## src/rtl/pwm_multi_ch.sv

```systemverilog
// Multi-channel PWM generator with a shared prescaler, a shared period counter
// and per-channel duty compare. New period/duty values are double-buffered in
// shadow registers and adopted only at a period boundary.
// Optional build macro: PWM_CENTER_ALIGN_EN selects up/down (center-aligned)
// counting instead of the default edge-aligned sawtooth.
module pwm_multi_ch #(
  parameter int unsigned CH_NUM  = 4,
  parameter int unsigned RES_W   = 8,
  parameter int unsigned PRE_DIV = 10000
) (
  input  logic                      I_clk,
  input  logic                      I_rst_n,
  input  logic                      I_en,
  input  logic [RES_W-1:0]          I_period,
  input  logic [CH_NUM*RES_W-1:0]   I_duty,
  input  logic [CH_NUM-1:0]         I_ch_en,
  input  logic                      I_load,
  output logic [CH_NUM-1:0]         O_PWM,
  output logic                      O_period_end
);

  localparam int unsigned PS_W = (PRE_DIV > 1) ? $clog2(PRE_DIV) : 1;

  typedef enum logic {IDLE, RUN} state_t;

  state_t                    state;
  logic [PS_W-1:0]           ps;
  logic [RES_W-1:0]          cnt;
  logic [RES_W-1:0]          period_sh;
  logic [CH_NUM*RES_W-1:0]   duty_sh;
  logic                      pend;

  logic                      tick;
  logic                      wrap;
  logic [RES_W-1:0]          cnt_nxt;
  logic [CH_NUM-1:0]         hi;

`ifdef PWM_CENTER_ALIGN_EN
  logic                      down;
  logic                      down_nxt;

  // Up/down counter step: 0..period then back down; the boundary is the
  // step from 1 to 0, so a full period spans 2*period ticks.
  always_comb begin
    tick     = (ps == PS_W'(PRE_DIV - 1));
    wrap     = 1'b0;
    down_nxt = down;
    cnt_nxt  = cnt;
    if (!down) begin
      if (cnt >= period_sh) begin
        if (period_sh == '0) begin
          wrap = 1'b1;
        end else begin
          down_nxt = 1'b1;
          cnt_nxt  = cnt - RES_W'(1);
        end
      end else begin
        cnt_nxt = cnt + RES_W'(1);
      end
    end else if (cnt <= RES_W'(1)) begin
      wrap     = 1'b1;
      down_nxt = 1'b0;
      cnt_nxt  = '0;
    end else begin
      cnt_nxt = cnt - RES_W'(1);
    end
    wrap = wrap & tick;
  end

  // Duty compare; the down slope uses <= so the high window is symmetric
  // about the count-0 turnaround and lasts 2*duty ticks.
  always_comb begin
    hi = '0;
    for (int unsigned k = 0; k < CH_NUM; k++) begin
      if (down) hi[k] = (cnt <= duty_sh[k*RES_W +: RES_W]);
      else      hi[k] = (cnt <  duty_sh[k*RES_W +: RES_W]);
    end
  end
`else
  // Edge-aligned sawtooth step: 0..period, then wrap to 0.
  always_comb begin
    tick    = (ps == PS_W'(PRE_DIV - 1));
    wrap    = tick && (cnt >= period_sh);
    cnt_nxt = wrap ? '0 : cnt + RES_W'(1);
  end

  // Duty compare against the current counter value.
  always_comb begin
    hi = '0;
    for (int unsigned k = 0; k < CH_NUM; k++) begin
      hi[k] = (cnt < duty_sh[k*RES_W +: RES_W]);
    end
  end
`endif

  // IDLE/RUN state machine with prescaler, counter, shadow load and
  // registered outputs.
  always_ff @(posedge I_clk or negedge I_rst_n) begin
    if (!I_rst_n) begin
      state        <= IDLE;
      ps           <= '0;
      cnt          <= '0;
      period_sh    <= '0;
      duty_sh      <= '0;
      pend         <= 1'b0;
      O_PWM        <= '0;
      O_period_end <= 1'b0;
`ifdef PWM_CENTER_ALIGN_EN
      down         <= 1'b0;
`endif
    end else begin
      case (state)
        IDLE: begin
          ps           <= '0;
          cnt          <= '0;
          pend         <= 1'b0;
          O_PWM        <= '0;
          O_period_end <= 1'b0;
`ifdef PWM_CENTER_ALIGN_EN
          down         <= 1'b0;
`endif
          if (I_en) begin
            state     <= RUN;
            period_sh <= I_period;
            duty_sh   <= I_duty;
          end
        end
        RUN: begin
          if (!I_en) begin
            state        <= IDLE;
            ps           <= '0;
            cnt          <= '0;
            pend         <= 1'b0;
            O_PWM        <= '0;
            O_period_end <= 1'b0;
`ifdef PWM_CENTER_ALIGN_EN
            down         <= 1'b0;
`endif
          end else begin
            O_PWM        <= hi & I_ch_en;
            O_period_end <= wrap;
            ps           <= tick ? '0 : ps + PS_W'(1);
            if (tick) begin
              cnt  <= cnt_nxt;
`ifdef PWM_CENTER_ALIGN_EN
              down <= down_nxt;
`endif
            end
            // A load request arriving on the wrap tick itself is honoured
            // immediately rather than deferred a whole period.
            if (wrap) begin
              if (pend || I_load) begin
                period_sh <= I_period;
                duty_sh   <= I_duty;
              end
              pend <= 1'b0;
            end else if (I_load) begin
              pend <= 1'b1;
            end
          end
        end
        default: state <= IDLE;
      endcase
    end
  end

endmodule

```

## config.mk

```make
export PLATFORM = sky130hd
export DESIGN_NAME = pwm_multi_ch
export DESIGN_NICKNAME = d
export VERILOG_FILES = /design/src/rtl/pwm_multi_ch.sv
export SDC_FILE = /design/constraint.sdc
export NUM_CORES = 1
export LEC_CHECK = 0
export CAP_MARGIN = 0
export CORE_MARGIN = 5
export CORE_UTILIZATION = 45
export CTS_BUF_LIST = sky130_fd_sc_hd__clkbuf_4 sky130_fd_sc_hd__clkbuf_8 sky130_fd_sc_hd__clkbuf_16
export DETAILED_ROUTE_END_ITERATION = 10
export DONT_BUFFER_PORTS = 1
export PLACE_DENSITY_LB_ADDON = 0.2
export SLEW_MARGIN = 10
export SYNTH_ARGS = -nofsm -noshare
export SYNTH_HDL_FRONTEND = slang
export SYNTH_SLANG_ARGS = --single-unit
```

## constraint.sdc

```tcl
create_clock -name I_clk -period 7 [get_ports I_clk]
set_input_delay 0.7 -clock I_clk [delete_from_list [all_inputs] [get_ports I_clk]]
set_output_delay 0.7 -clock I_clk [all_outputs]
set_load 0.01 [all_outputs]
```

==> run_results.csv <==
group,metric,value,unit
clock_tree,h-tree-depth,3,
flow_run,max_cap_violations,0,
clock_tree,clkTransAtPathRegs,0.08,ns
clock_tree,cts_root_buf,"clkbuf_8",
floorplan,initial_core_util,46.3,%
timing,tightest_slew,0.550,ns
hold_path,hold_class,"primary input to asynchronous set/reset pin",
routing,drt.antenna.violating_nets,0,
floorplan,dieArea,10500,µm²
synthesis,syn_nets,433,
place,dpl.hpwl,5200,µm
synthesis,syn_area,3830,µm²
synthesis,synth_top_cell_by_area,"dfrtp_1",
clock_tree,cts_resized,0,
critical_path,crit_fanout,40,
cells_and_area,final_area,4100,µm²
global_route,met3_usage,6.35,%
clock_tree,clock_path_buffers,2,
critical_path,critical-path-top-delay-family,"compound AO/OA/AOI/OAI gates",
timing,period_minus_slack,3.03,ns
floorplan,die_h,102,µm
critical_path,crit_arrival,3.26,ns
floorplan,rows,33,
routing,via_count,2455,
timing,fmax,330,MHz
critical_path,slowest_delay,0.58,ns
critical_path,cp-start-kind,"flip-flop",
global_route,track_usage,15.3,%
routing,viasPerCell,5.34,
critical_path,endpoint_kind,"flip-flop",
global_route,grt_start_max_net_pins,70,
cells_and_area,diodes,0,
routing,first_iter_violations,113,
routing,wirelength,7320,µm
synthesis,synth_area_leaders,"dfrtp_1 45%, ha_1 12%, mux2_2 8.8%",
timing,rsz0062_at_grt,"no",
critical_path,cp_num_buf_inv,0,
critical_path,crit_chain,"ha_1, or4_1, a21oi_1, o31a_1, o32a_4, mux2_2",
place,numPortBuffers,0,
clock_tree,ctsHoldBuffers,0,
clock_tree,cts_tree,"yes",
routing,drtPass1Iterations,4,
clock_tree,numCtsBuffers,9,
synthesis,post_synth.cell_area_avg,11.0,µm²
power,leakagePower,2.06,nW
synthesis,yosysTopAreaCellShare,45.1,%
clock_tree,post_cts.repair.setup_buffers,0,
global_route,gr-total-overflow,0,
synthesis,netlist_instances,347,
cells_and_area,fillers,770,
synthesis,yosysSeqAreaShare,45.1,%
clock_tree,clk_latency,0.35,ns
global_route,antenna_found_initial,0,
timing,min_period_over_period,43.2,%
routing,drc,0,
synthesis,synth_edf_count,0,
timing,finalSetupViolations,0,
floorplan,ios,53,
timing,slew_viol_final,0,
power,ir_worst_vdd,0.129,mV
timing,setup_tns,0,ns
synthesis,synth-seq-cells,69,
routing,wl_per_cell,15.9,µm
synthesis,synth_cell_types,39,
cells_and_area,nets,436,
synthesis,synth-main-ff-cell,"dfrtp_1",
global_route,grt_pass1_vias,2530,
floorplan,core_area,8260,µm²
floorplan,die_w,102,µm
critical_path,path_class,"flip-flop to flip-flop",
global_route,grt.busiest_layer,"met2",
critical_path,cp.required,7.23,ns
timing,hold_viol,0,
power,powerDensity,215,nW/µm²
global_route,use_met2,24.0,%
timing,finalClockSkew,0.0103,ns
timing,max_slew_margin,63.3,%
place,dpl-instance-area,3900,µm²
status,status,"completed",
clock_tree,numClockSinks,69,
place,routabilityCongestion,0.743,
synthesis,async_reset_ff_share,100,%
cells_and_area,layout-drive-gt1-share,17.2,%
cells_and_area,syn2layout_area_growth,7.06,%
critical_path,worst_path_max_delay_cell,"o32a_4",
global_route,grt_pass1_wl,12300,µm
synthesis,ys_warn_count,0,
global_route,use_met1,19.1,%
[worst register-to-register path: cells and delay by family (launching register included)]
family,cells,cell delay (ns)
and+or+nand+nor,1,0.50
muxes,1,0.44
AOI/OAI and AO/OA,3,1.19
adders and majority gates,1,0.28
DFF,1,0.52
[cell usage after synthesis, drive strengths merged, types with 6 or more instances]
cell type and instances:
nor2 17, ha 38, nand3 16, and3 6, inv 43, nand2b 9
xnor2 7, dfrtp 69, a21oi 12, mux2 40, nand2 19, o21ai 14
[state kept, by name, indices dropped and copies added (netlist names)]
register	count
duty_sh	32
ps	14
cnt	8
period_sh	8
O_PWM	4
O_period_end	1
pend	1
state	1
[final cells by class]
class	count	area (µm²)	share of cell area, %
multi-input combinational	227	1880	45.8
sequential	69	1730	42.1
inverter	43	161	3.94
clock buffer	12	153	3.73
tap	105	131	3.21
clock inverter	4	47.5	1.16
[cell families (layout without fill, tap and decap cells)]
logic type / Yosys count / in the layout / synth area share [%]
compound gates: 45 / 45 / 7.62
xor+xnor: 12 / 12 / 2.75
fa+ha+maj: 38 / 38 / 12.4
buf+inv: 51 / 59 / 5.82
flops: 69 / 69 / 45.1
mux: 40 / 40 / 12.7
simple gates: 92 / 92 / 13.5
[metrics by stage]
stage	hold slack (ns)	worst slack, ns	instances	total power [W]	util (%)
floorplan	0.404	4.72	347	0.000545	-
global placement	0.407	4.01	444	0.000560	47.2
detailed placement	0.407	3.94	444	0.000565	47.2
CTS	0.0234	3.95	460	0.000897	49.6
global route	0.0166	3.82	460	0.000930	49.6
finish	0.0425	3.97	460	0.000881	49.6
[routing by layer]
layer / share of wire, % / vias to the layer above
met5: 0 / -
li1: - / 1216
met3: 6.6 / 10
met2: 48 / 43
met1: 44 / 1186
met4: 1.1 / 0
[worst paths after layout]
check / start / end / slack, ns / cells after the start
max in group asynchronous: I_rst_n / period_sh[3] / 6.85 / 0
worst max-delay path: cnt[2] / duty_sh[20] / 3.97 / 6
min in group I_clk: I_en / state / 0.38 / 0
worst min-delay path: I_rst_n / ps[6] / 0.04 / 0
worst min register to register: duty_sh[11] / duty_sh[11] / 0.51 / 1
worst max register to register: cnt[2] / duty_sh[20] / 3.97 / 6
[cells in the final DEF (no fill, tap or decap), drive strengths merged, types with 3 or more instances in the layout]
master  instances
nand2          19
a41oi           4
and3            6
xor2            5
xnor2           7
nand3          16
nand4           3
nor4            3
o21ai          14
inv            43
a21oi          12
a21o            5
nand4b          5
nor2           17
or4             3
ha             38
a211oi          4
dfrtp          69
nand2b          9
mux2           40
nor3            3
clkbuf         12
[where the power goes]
group	internal (W)	switching [W]	total, W
sequential	0.000435	0.0000198	0.000455
combinational	0.0000570	0.0000436	0.000101
clock	0.000181	0.000145	0.000326
total	0.000673	0.000208	0.000881
(Power assumes the default switching activity.)
==> RTL edit, RTL diff (config.mk and constraints unchanged) <==
The option `PWM_CENTER_ALIGN_EN` is turned on by a define.
--- a/src/rtl/pwm_multi_ch.sv
+++ b/src/rtl/pwm_multi_ch.sv
@@ -4,4 +4,6 @@
 // Optional build macro: PWM_CENTER_ALIGN_EN selects up/down (center-aligned)
 // counting instead of the default edge-aligned sawtooth.
+`define PWM_CENTER_ALIGN_EN
+
 module pwm_multi_ch #(
   parameter int unsigned CH_NUM  = 4,
Behaviour: no difference found for any inputs over 10 cycles, from zero or initial values and one cycle with I_rst_n low; that may be too few to reach the edited logic, so the function may still have changed.
==> RTL edit against the unedited design <==
Routed wire length is 21% higher. Synthesized area is 12% higher. Sequential power is 4.6% higher. Final area is 12% higher. Sequential cell count is 1 higher. Worst setup slack worse by 0.20 ns. Non-clock buffer count is 1 higher. Total power is 12% higher. Critical endpoint is now duty_sh[0]. Highest routed layer unchanged.
==> RTL edit: results (changes against the unedited design) <==
status finished clean; Largest delay share family, worst path simple AND/OR/NAND/NOR gates; vias in the first global route 2,925 (+16%); post-DR vias/cell 5.293 (-0.82%); final RePlAce weighted congestion 0.8199 (+10%); # placed instances 513 (+16%); Max stage delay on crit path 0.61 ns (+0.03 ns); Setup WS pre-CTS 3.773 ns (-0.1660 ns); CP Max Fanout 36 (-10%); layout cells sized above 1 0.1575 (-0.01433); wire per inst 16.75 um (+5.2%); DRT iter0 DRCs 82 (-27%); Synth cell types 43 (+10%); ranking of synthesized cells by area dfrtp_1 (41%), mux2_4 (14%), ha_1 (13%), inv_1 (3.8%), a21oi_1 (3.0%); Max IR drop VDD 0.0001063 V (-18%); Crit-path slowest cell buf_4; routed vias 2,800 (+14%); area grow syn2layout 6.909%; worst clock skew 0.009800 ns (-0.0004865 ns); largest net degree at the start of global routing 71 (+1.4%); All-Layer GR Usage 0.1616 (+0.008575); ant diodes 0 (unchanged); static leakage 0.002202 uW (+6.8%); flop2flop setup slack 3.77 ns (-0.20 ns); post-route minimum period 3.231 ns (+0.2038 ns); reg2reg end duty_sh[0]; global-route wire length before repair 14,700 um (+20%); Relative slew margins 0.4487 (-0.1845); Filler cells 842 (+9.4%); Syn Inst Count 394 (+14%); placed inst area 4367 um^2 (+12%)
-- RTL edit: cell types whose count changed in the layout (fill, tap and decap cells not counted), moves of 4 or more --
| cell | delta |
|---|---|
| a21o_1 | -5 |
| a21oi_1 | +14 |
| a31oi_1 | +4 |
| a41oi_1 | -4 |
| ha_1 | +6 |
| mux2_2 | -30 |
| mux2_4 | +30 |
| mux2i_1 | +7 |
| nand2_1 | +6 |
| nand4b_1 | -4 |
| nor3_1 | +8 |
| o211ai_1 | +4 |
| o21ai_0 | -6 |
-- RTL edit: final cells by class --
cell class | count | share of cell area
inverter | 43 | 0.03532
tap | 129 | 0.03532
timing repair buffer | 1 | 0.001643
multi-input combinational | 270 | 0.5000
clock buffer | 10 | 0.02875
sequential | 70 | 0.3834
clock inverter | 6 | 0.01561
-- RTL edit: report_power, final --
part / leakage [uW] / internal [uW] / total (uW) / switching [uW]
clock: 0.0000965 / 171 / 332 / 161
combinational: 0.00123 / 97.8 / 176 / 78.1
sequential: 0.000880 / 442 / 476 / 33.5
total: 0.00220 / 711 / 983 / 272
-- RTL edit: cell families (layout without fill, tap and decap cells) --
group	Yosys count	in the layout	synth area share
AO/OA/AOI/OAI	59	59	0.09309
XOR/XNOR	11	11	0.02254
adder cells (fa/ha/maj)	44	44	0.1288
buffers and inverters	54	60	0.05562
flip-flops	70	70	0.4098
multiplexers	47	47	0.1569
AND/OR/NAND/NOR	109	109	0.1332
-- RTL edit: layer usage --
layer | part of all wire | vias up | GRT usage
li1 | - | 1394 | -
met1 | 0.47 | 1329 | 0.2167
met2 | 0.47 | 64 | 0.2542
met3 | 0.050 | 13 | 0.04379
met4 | 0.015 | 0 | 0.05140
met5 | 0 | - | 0
